## config.mk

```make
export PLATFORM = sky130hd
export DESIGN_NAME = fft_unloader_flat
export DESIGN_NICKNAME = d
export VERILOG_FILES = /design/src/rtl/fft_unloader_if.sv /design/src/rtl/fft_unloader.sv /design/src/flat_wrapper.sv
export SDC_FILE = /design/constraint.sdc
export NUM_CORES = 1
export LEC_CHECK = 0
export BUFFER_PORTS_ARGS = -buffer_cell sky130_fd_sc_hd__buf_2
export CAP_MARGIN = 20
export CORE_ASPECT_RATIO = 2
export CORE_UTILIZATION = 40
export CTS_CLUSTER_SIZE = 28
export DETAILED_ROUTE_END_ITERATION = 8
export PLACE_DENSITY_LB_ADDON = 0.25
export SYNTH_ARGS = -nofsm -noshare
export SYNTH_HDL_FRONTEND = slang
export SYNTH_SLANG_ARGS = --single-unit
```

## constraint.sdc

```tcl
create_clock -name clk -period 4.1 [get_ports clk]
set_clock_uncertainty 0.15 [all_clocks]
set_input_delay 0.41 -clock clk [delete_from_list [all_inputs] [get_ports clk]]
set_output_delay 0.41 -clock clk [all_outputs]
set_load 0.01 [all_outputs]
```

## src/rtl/fft_unloader_if.sv

```systemverilog
// Output sample stream of the FFT unloader: one complex word per transfer,
// valid/ready handshake, last marks natural-order index N-1.
//   out_real/out_imag : sample payload (master -> slave)
//   out_valid         : payload valid (master -> slave)
//   out_last          : payload is the final sample of the frame (master -> slave)
//   out_ready         : slave accepts the sample (slave -> master)
interface fft_unloader_if #(
    parameter int unsigned DATA_WIDTH = 3
);
    logic [DATA_WIDTH-1:0] out_real;
    logic [DATA_WIDTH-1:0] out_imag;
    logic                  out_valid;
    logic                  out_last;
    logic                  out_ready;

    modport master (
        output out_real,
        output out_imag,
        output out_valid,
        output out_last,
        input  out_ready
    );

    modport slave (
        input  out_real,
        input  out_imag,
        input  out_valid,
        input  out_last,
        output out_ready
    );
endinterface

```

## src/rtl/fft_unloader.sv

```systemverilog
// Reads FFT results out of the A/B memory read ports after the AGU finishes
// and streams them as natural-order complex samples 0..N-1.
//   clk, clr          : clock (rising edge), asynchronous active-high reset
//   start             : begin unload (AGU done); ignored unless idle
//   addr_A_read/B     : memory read addresses for even/odd output index of pair k
//   A_*_in, B_*_in    : synchronous memory read data (one cycle after address)
//   stream            : output sample stream (master side)
//   busy              : unload in progress
//   done              : one-cycle pulse after the last sample is accepted
module fft_unloader #(
    parameter int unsigned DATA_WIDTH  = 3,
    parameter int unsigned ADDR_WIDTH  = 3,
    parameter bit          BIT_REVERSE = 1'b1
) (
    input  logic                  clk,
    input  logic                  clr,
    input  logic                  start,
    output logic [ADDR_WIDTH-1:0] addr_A_read,
    output logic [ADDR_WIDTH-1:0] addr_B_read,
    input  logic [DATA_WIDTH-1:0] A_real_in,
    input  logic [DATA_WIDTH-1:0] A_imag_in,
    input  logic [DATA_WIDTH-1:0] B_real_in,
    input  logic [DATA_WIDTH-1:0] B_imag_in,
    fft_unloader_if.master        stream,
    output logic                  busy,
    output logic                  done
);
    localparam int unsigned K_W = ADDR_WIDTH - 1;
    localparam logic [K_W-1:0] K_LAST = '1;

    typedef enum logic [2:0] {
        IDLE,
        FETCH,
        WAIT,
        EMIT_A,
        EMIT_B,
        DONE
    } state_t;

    state_t                state, state_nx;
    logic [K_W-1:0]        k, k_nx, k_inc;
    logic [ADDR_WIDTH-1:0] addr_a, addr_a_nx, addr_b, addr_b_nx;
    logic [DATA_WIDTH-1:0] hold_b_re, hold_b_re_nx, hold_b_im, hold_b_im_nx;
    logic [DATA_WIDTH-1:0] out_re, out_re_nx, out_im, out_im_nx;
    logic                  valid, valid_nx, last, last_nx;
    logic                  busy_q, busy_nx, done_q, done_nx;

    // Output index -> memory address (bit reversal undoes in-place FFT ordering).
    function automatic logic [ADDR_WIDTH-1:0] map_addr(input logic [ADDR_WIDTH-1:0] idx);
        logic [ADDR_WIDTH-1:0] r;
        r = idx;
        if (BIT_REVERSE) begin
            for (int i = 0; i < int'(ADDR_WIDTH); i++) begin
                r[i] = idx[int'(ADDR_WIDTH) - 1 - i];
            end
        end
        return r;
    endfunction

    assign k_inc = k + K_W'(1);

    // State and registered outputs.
    always_ff @(posedge clk or posedge clr) begin
        if (clr) begin
            state     <= IDLE;
            k         <= '0;
            addr_a    <= '0;
            addr_b    <= '0;
            hold_b_re <= '0;
            hold_b_im <= '0;
            out_re    <= '0;
            out_im    <= '0;
            valid     <= 1'b0;
            last      <= 1'b0;
            busy_q    <= 1'b0;
            done_q    <= 1'b0;
        end else begin
            state     <= state_nx;
            k         <= k_nx;
            addr_a    <= addr_a_nx;
            addr_b    <= addr_b_nx;
            hold_b_re <= hold_b_re_nx;
            hold_b_im <= hold_b_im_nx;
            out_re    <= out_re_nx;
            out_im    <= out_im_nx;
            valid     <= valid_nx;
            last      <= last_nx;
            busy_q    <= busy_nx;
            done_q    <= done_nx;
        end
    end

    // Next state and next register values. Addresses are loaded on entry to
    // FETCH, so they are on the memory port for the whole FETCH cycle.
    always_comb begin
        state_nx     = state;
        k_nx         = k;
        addr_a_nx    = addr_a;
        addr_b_nx    = addr_b;
        hold_b_re_nx = hold_b_re;
        hold_b_im_nx = hold_b_im;
        out_re_nx    = out_re;
        out_im_nx    = out_im;
        valid_nx     = valid;
        last_nx      = last;
        busy_nx      = busy_q;
        done_nx      = 1'b0;

        case (state)
            IDLE: begin
                if (start) begin
                    state_nx  = FETCH;
                    k_nx      = '0;
                    addr_a_nx = map_addr(ADDR_WIDTH'(0));
                    addr_b_nx = map_addr(ADDR_WIDTH'(1));
                    busy_nx   = 1'b1;
                end
            end
            FETCH: state_nx = WAIT;
            WAIT: begin
                // A goes straight to the output register, B is parked.
                out_re_nx    = A_real_in;
                out_im_nx    = A_imag_in;
                hold_b_re_nx = B_real_in;
                hold_b_im_nx = B_imag_in;
                valid_nx     = 1'b1;
                last_nx      = 1'b0;
                state_nx     = EMIT_A;
            end
            EMIT_A: begin
                if (stream.out_ready) begin
                    out_re_nx = hold_b_re;
                    out_im_nx = hold_b_im;
                    last_nx   = (k == K_LAST);
                    state_nx  = EMIT_B;
                end
            end
            EMIT_B: begin
                if (stream.out_ready) begin
                    valid_nx = 1'b0;
                    last_nx  = 1'b0;
                    if (k == K_LAST) begin
                        state_nx = DONE;
                        done_nx  = 1'b1;
                        busy_nx  = 1'b0;
                    end else begin
                        k_nx      = k_inc;
                        addr_a_nx = map_addr({k_inc, 1'b0});
                        addr_b_nx = map_addr({k_inc, 1'b1});
                        state_nx  = FETCH;
                    end
                end
            end
            DONE:    state_nx = IDLE;
            default: state_nx = IDLE;
        endcase
    end

    assign addr_A_read     = addr_a;
    assign addr_B_read     = addr_b;
    assign stream.out_real = out_re;
    assign stream.out_imag = out_im;
    assign stream.out_valid = valid;
    assign stream.out_last = last;
    assign busy            = busy_q;
    assign done            = done_q;
endmodule
```

## src/flat_wrapper.sv

```systemverilog
// flat-port wrapper written by rule: the top's interface ports become plain ports
module fft_unloader_flat 
#(
    parameter int unsigned DATA_WIDTH  = 3,
    parameter int unsigned ADDR_WIDTH  = 3,
    parameter bit          BIT_REVERSE = 1'b1
)
  (clk, clr, start, addr_A_read, addr_B_read, A_real_in, A_imag_in, B_real_in, B_imag_in, busy, done, stream_out_real, stream_out_imag, stream_out_valid, stream_out_last, stream_out_ready);
  fft_unloader_if #(.DATA_WIDTH(DATA_WIDTH)) stream_i ();
  input  logic clk;
  input  logic clr;
  input  logic start;
  output logic [ADDR_WIDTH-1:0] addr_A_read;
  output logic [ADDR_WIDTH-1:0] addr_B_read;
  input  logic [DATA_WIDTH-1:0] A_real_in;
  input  logic [DATA_WIDTH-1:0] A_imag_in;
  input  logic [DATA_WIDTH-1:0] B_real_in;
  input  logic [DATA_WIDTH-1:0] B_imag_in;
  output logic busy;
  output logic done;
  output wire logic [$bits(stream_i.out_real)-1:0] stream_out_real;
  output wire logic [$bits(stream_i.out_imag)-1:0] stream_out_imag;
  output wire logic [$bits(stream_i.out_valid)-1:0] stream_out_valid;
  output wire logic [$bits(stream_i.out_last)-1:0] stream_out_last;
  input wire logic [$bits(stream_i.out_ready)-1:0] stream_out_ready;
  assign stream_out_real = stream_i.out_real;
  assign stream_out_imag = stream_i.out_imag;
  assign stream_out_valid = stream_i.out_valid;
  assign stream_out_last = stream_i.out_last;
  assign stream_i.out_ready = stream_out_ready;
  fft_unloader #(.DATA_WIDTH(DATA_WIDTH), .ADDR_WIDTH(ADDR_WIDTH), .BIT_REVERSE(BIT_REVERSE)) u_core (.clk(clk), .clr(clr), .start(start), .addr_A_read(addr_A_read), .addr_B_read(addr_B_read), .A_real_in(A_real_in), .A_imag_in(A_imag_in), .B_real_in(B_real_in), .B_imag_in(B_imag_in), .stream(stream_i), .busy(busy), .done(done));
endmodule
```

Word level (Yosys, flattened, before mapping)
Index checks and enable logic that the tools add are counted.
{"block": "word_totals", "ff_bits": 27, "latchBits": 0, "mem_bits_rw": 0, "mem_bits_ro": 0, "n_memories": 0}
{"block": "classes", "n_addsub": 1, "n_mul": 0, "div": 0, "magnitude_cmp": 0, "n_eq_ne": 10, "n_shift": 0, "mux": 32, "bitwise": 0, "reduce_logical": 11}
{"op": "3-bit two-way mux", "n": 12}
{"op": "3-bit case mux with 2 select lines", "n": 4}
{"op": "3-bit case mux with 5 select lines", "n": 1}
{"op": "1-bit two-way mux", "n": 8}
{"op": "2-bit inequality test, second input constant", "n": 4}
{"op": "4-bit AND reduction", "n": 2}
{"op": "3-bit by 2-bit == test with 1-bit output, second input constant", "n": 2}
{"op": "2-bit two-way mux", "n": 3}
{"op": "3-bit AND reduction", "n": 2}
{"op": "2-bit nonzero test", "n": 3}
{"op": "1-bit case mux with 2 select lines", "n": 2}
{"op": "2-bit case mux with 2 select lines", "n": 1}
{"op": "2-bit AND reduction", "n": 2}
{"op": "3-bit by 1-bit == test with 1-bit output, second input constant", "n": 1}
{"op": "3-bit == test, second input constant", "n": 1}
{"op": "3-bit zero test", "n": 1}
{"op": "1-bit case mux with 3 select lines", "n": 1}
{"op": "3-bit nonzero test", "n": 1}
{"op": "2-bit by 1-bit adder with 2-bit output, second input constant", "n": 1}
{"op": "2-bit == test, second input constant", "n": 1}
{"op": "2-bit by 1-bit inequality test with 1-bit output, second input constant", "n": 1}

Longest topological paths before layout
{"block": "depth", "depth_word": 4, "ltp_mapped": 5, "depth_no_buf": 4}

Worst setup path before layout
OpenSTA, ideal clock, no wires.
{"block": "synth_path", "kind": "register to register", "startpoint": "register u_core.state[0]", "endpoint": "register u_core.out_re[0], in the netlist u_core.stream.out_real[0]", "setup_time_ns": 0.125, "arrival_ns": 1.145, "path_slack_ns": 2.680, "stages_incl_launch_ff": 5, "path_buffers": 2, "synth_period_minus_slack_ns": 1.420, "cell_sequence": "dfrtp_1 -> buf_6 -> buf_6 -> mux2_4 -> mux2_4"}
{"block": "synth_via", "elab_chain_len": 3, "word_cells_on_any_way": 6}
{"item": "start, declared", "line": "fft_unloader.sv:40", "rtl": "state_t state, state_nx;"}
{"item": "start signal, assigned", "line": "fft_unloader.sv:78", "rtl": "state <= state_nx;"}
{"item": "3-bit by 2-bit == test with 1-bit output", "line": "fft_unloader.sv:109", "rtl": "case (state)"}
{"item": "2-bit inequality test (no source line) or 2-bit nonzero test (tied branches)"}
{"item": "2-bit AND reduction (no source line)"}
{"item": "end signal, assigned", "line": "fft_unloader.sv:84", "rtl": "out_re <= out_re_nx;"}
{"item": "end, declared", "line": "fft_unloader.sv:44", "rtl": "logic [DATA_WIDTH-1:0] out_re, out_re_nx, out_im, out_im_nx;"}
Parallel ways exist; a longest one is shown, timed or not.
A chain may end at the register's enable or synchronous reset.

Worst setup path after layout
{"block": "layout_path", "startpoint": "register u_core.state[0]", "endpoint": "register u_core.out_im[2], in the netlist u_core.stream.out_imag[2]"}
{"block": "layout_via", "elab_chain_len": 3, "word_cells_on_any_way": 6}
{"item": "3-bit by 2-bit == test with 1-bit output", "line": "fft_unloader.sv:109"}
{"item": "2-bit inequality test (no source line) or 2-bit nonzero test (tied branches)"}
{"item": "2-bit AND reduction (no source line)"}
{"item": "end signal, assigned", "line": "fft_unloader.sv:85", "rtl": "out_im <= out_im_nx;"}
{"item": "end, declared", "line": "fft_unloader.sv:44"}
Parallel ways exist; a longest one is shown, timed or not.

==> run_results.csv <==
group,metric,value,unit
routing,drt-wirelength-per-cell,14.38,um
placed_design,globalplace.congestion,0.7762,
synthesis,synth.distinct_cells,30,
routing,drt-pass1-iter-count,4,
global_routing,grt_pass1_wl,3.353,mm
synthesis,syn_nets,109,
floorplan,pin_count,32,
worst_setup_path,number_of_cells_traversed_by_the_worst_register_to_register_path,2,
worst_setup_path,critical_path.endpoint_type,"flip-flop",
routing,detail_route.iter0.violations,23,
routing,vias_per_cell,5.466,
timing,slew_headroom,44.66,%
worst_setup_path,crit-reg2reg-capture,"u_core.stream.out_imag[2]",
worst_setup_path,r2r-start,"u_core.state[0]",
worst_setup_path,start_kind,"flip-flop",
final_layout,final_net_count,137,
global_routing,global_route_met3_utilization,1.749,%
cts,post-cts-setup-buffer-count,0,
cts,cts.sinks,22,
routing,final_routed_wirelength,2.100,mm
routing,dr_total_vias,798,
global_routing,global_route.peak_usage_layer,"met2",
global_routing,global_route.usage.met2,27.50,%
global_routing,vias_in_the_first_global_route,770,
floorplan,die-height,76.28,um
global_routing,overall_global_routing_resource_usage,15.60,%
global_routing,grt_remaining_overflow,0,
synthesis,synth_enable_flop_cells,0,
worst_hold_path,holdCritPathClass,"primary input to async pin",
timing,timing_worst_slew_pin_value,0.8292,ns
final_layout,layout-area-overhead-vs-synth,15.53,%
synthesis,yosysWarningCount,0,
worst_setup_path,critical_path_class,"flip-flop to flip-flop",
worst_setup_path,critical_path_required_time,4.10,ns
synthesis,ys_ff_latch,22,
cts,ctsHtreeMaxLevel,1,
timing,setup_viol_count_final,0,
synthesis,synthFlopType,"dfrtp_1",
synthesis,yosysSeqAreaShare,49.89,%
floorplan,core_area,2570,sq um
timing,fin_worst_hold_slack,0.1526,ns
timing,rsz0062_at_grt,"false",
timing,min_period,1.717,ns
cts,ctsHoldBuffers,0,
global_routing,global_route.usage.met1,16.99,%
pwr,ir_worst_vdd,0.4300,mV
cts,cts.clk_slew.worst_paths,0.07,ns
cts,clock_tree.root_cell,"clkbuf_8",
final_layout,post_route_cells_drive_above_1_share,46.61,%
worst_setup_path,critical_path_arrival,1.71,ns
placed_design,port-buffer-count,30,
pwr,p_leak,0.5904,nW
synthesis,synthesized_instance_count,92,
flow_run,timing.max_cap.violations,0,
final_layout,most_used_cells_in_the_layout_excluding_fill_and_tap_cells,"buf_2 (30), dfrtp_1 (22), mux2_2 (14), a21oi_1 (6)",
floorplan,initial_core_util,42.94,%
cts,clock_latency,0.26,ns
timing,totalNegativeSetupSlack,0,ns
timing,timing.final.crit_share,41.88,%
timing,finalHoldViolations,0,
final_layout,num_antenna_cells,0,
routing,remaining_drc_errors,0,
worst_setup_path,setup.reg_to_reg.worst_slack,2.38,ns
synthesis,yosys.area.top_type,"dfrtp_1",
placed_design,dpl.hpwl,1.630,mm
timing,slew_violations,0,
worst_setup_path,critPathMaxFanout,16,
routing,postRouteAntennaNets,0,
synthesis,async_flop_share,100.0,%
pwr,power.density_cell_area,753.0,nW/um^2
floorplan,floorplan.rows,26,
timing,max_freq,0.5824,GHz
synthesis,post_synth.cell_area_avg,12.00,sq um
cts,clockBufferDepth,2,
floorplan,die_area,2986,sq um
global_routing,pin_count_of_the_biggest_net_entering_global_routing,23,
floorplan,overall_die_width,39.14,um
synthesis,synth_top_area_share,49.89,%
cts,numCtsBuffers,3,
cts,cts_tree,"yes",
cts,cts-resized-gates,0,
synthesis,synth.top_cells.by_area,"dfrtp_1 (50%), mux2_2 (14%), mux2_4 (5.4%), a21oi_1 (2.7%), o21ai_0 (2.3%)",
outcome,status,"finished clean",
synthesis,synthesis.area,1104,sq um
final_layout,mostFrequentLayoutCell,"buf_2",
global_routing,antenna_found_initial,0,
report_power, final:
group / switching [mW] / total (mW) / internal [mW]
sequential: 0.107 / 0.417 / 0.310
combinational: 0.173 / 0.414 / 0.241
clock: 0.0640 / 0.130 / 0.0655
total: 0.344 / 0.960 / 0.616
worst max-delay path, stage by stage (launching register included):
cell and delay [ns]:
dfrtp_1 0.78, mux2_2 0.41, mux2_2 0.26
per-layer routing:
layer	wire, um	share of wire, %
met5	0	0
met4	32	1.5
met3	83	4.0
met2	1222	58
met1	762	36
cells by family (layout without fill, tap and decap cells):
family,after synthesis,count (layout),synth area share [%]
buffers and inverters,11,37,6.349
DFF,22,22,49.89
other,1,1,0.3398
adders and majority gates,1,1,1.134
AOI/OAI and AO/OA,18,18,10.66
and+or+nand+nor,20,20,11.00
muxes,19,19,20.64
state kept, by name (all words and copies together), names as in the netlist:
register / count
u_core.state: 3
u_core.done: 1
u_core.busy: 1
u_core.stream.out_real: 3
u_core.addr_B_read: 3
u_core.stream.out_imag: 3
u_core.stream.out_valid: 1
u_core.hold_b_re: 3
u_core.stream.out_last: 1
u_core.hold_b_im: 3
synthesized netlist by cell type (all sizes together) (2+ instances only):
| cell | number |
|---|---|
| mux2 | 18 |
| nand2 | 5 |
| o211ai | 2 |
| nor2 | 4 |
| a21oi | 7 |
| buf | 7 |
| nand2b | 2 |
| nor3 | 2 |
| dfrtp | 22 |
| inv | 4 |
| nand4 | 2 |
| o21ai | 5 |
how the worst max path moves through the flow:
stage | startpoint | endpoint | slack (ns) | cells past startpoint
global route | u_core.state[0] | u_core.stream.out_imag[2] | 2.32 | 2
floorplan | u_core.state[0] | u_core.stream.out_real[0] | 2.68 | 4
detailed placement | u_core.state[0] | u_core.stream.out_imag[2] | 2.38 | 2
global placement | u_core.state[0] | u_core.stream.out_real[2] | 2.43 | 2
finish | u_core.state[0] | u_core.stream.out_imag[2] | 2.38 | 2
CTS | u_core.state[0] | u_core.stream.out_imag[2] | 2.37 | 2
stage by stage:
step                total power, mW  utilization (%)  instance area [sq um]  cells  setup WS [ns]
finish                       0.9601            49.61                   1275    146          2.383
global route                  1.024            49.61                   1275    146          2.320
CTS                          0.9760            49.61                   1275    146          2.372
detailed placement           0.8434            48.00                   1234    143          2.377
global placement             0.8247            48.00                   1234    143          2.434
floorplan                    0.7546                -                   1104     92          2.680
final cells by class:
type | count | area [sq um]
multi-input combinational | 59 | 483.0
inverter | 4 | 15.01
fill | 256 | 1295
tap | 28 | 35.03
sequential | 22 | 550.5
clock buffer | 3 | 41.29
timing repair buffer | 30 | 150.1
(Power assumes the default switching activity.)
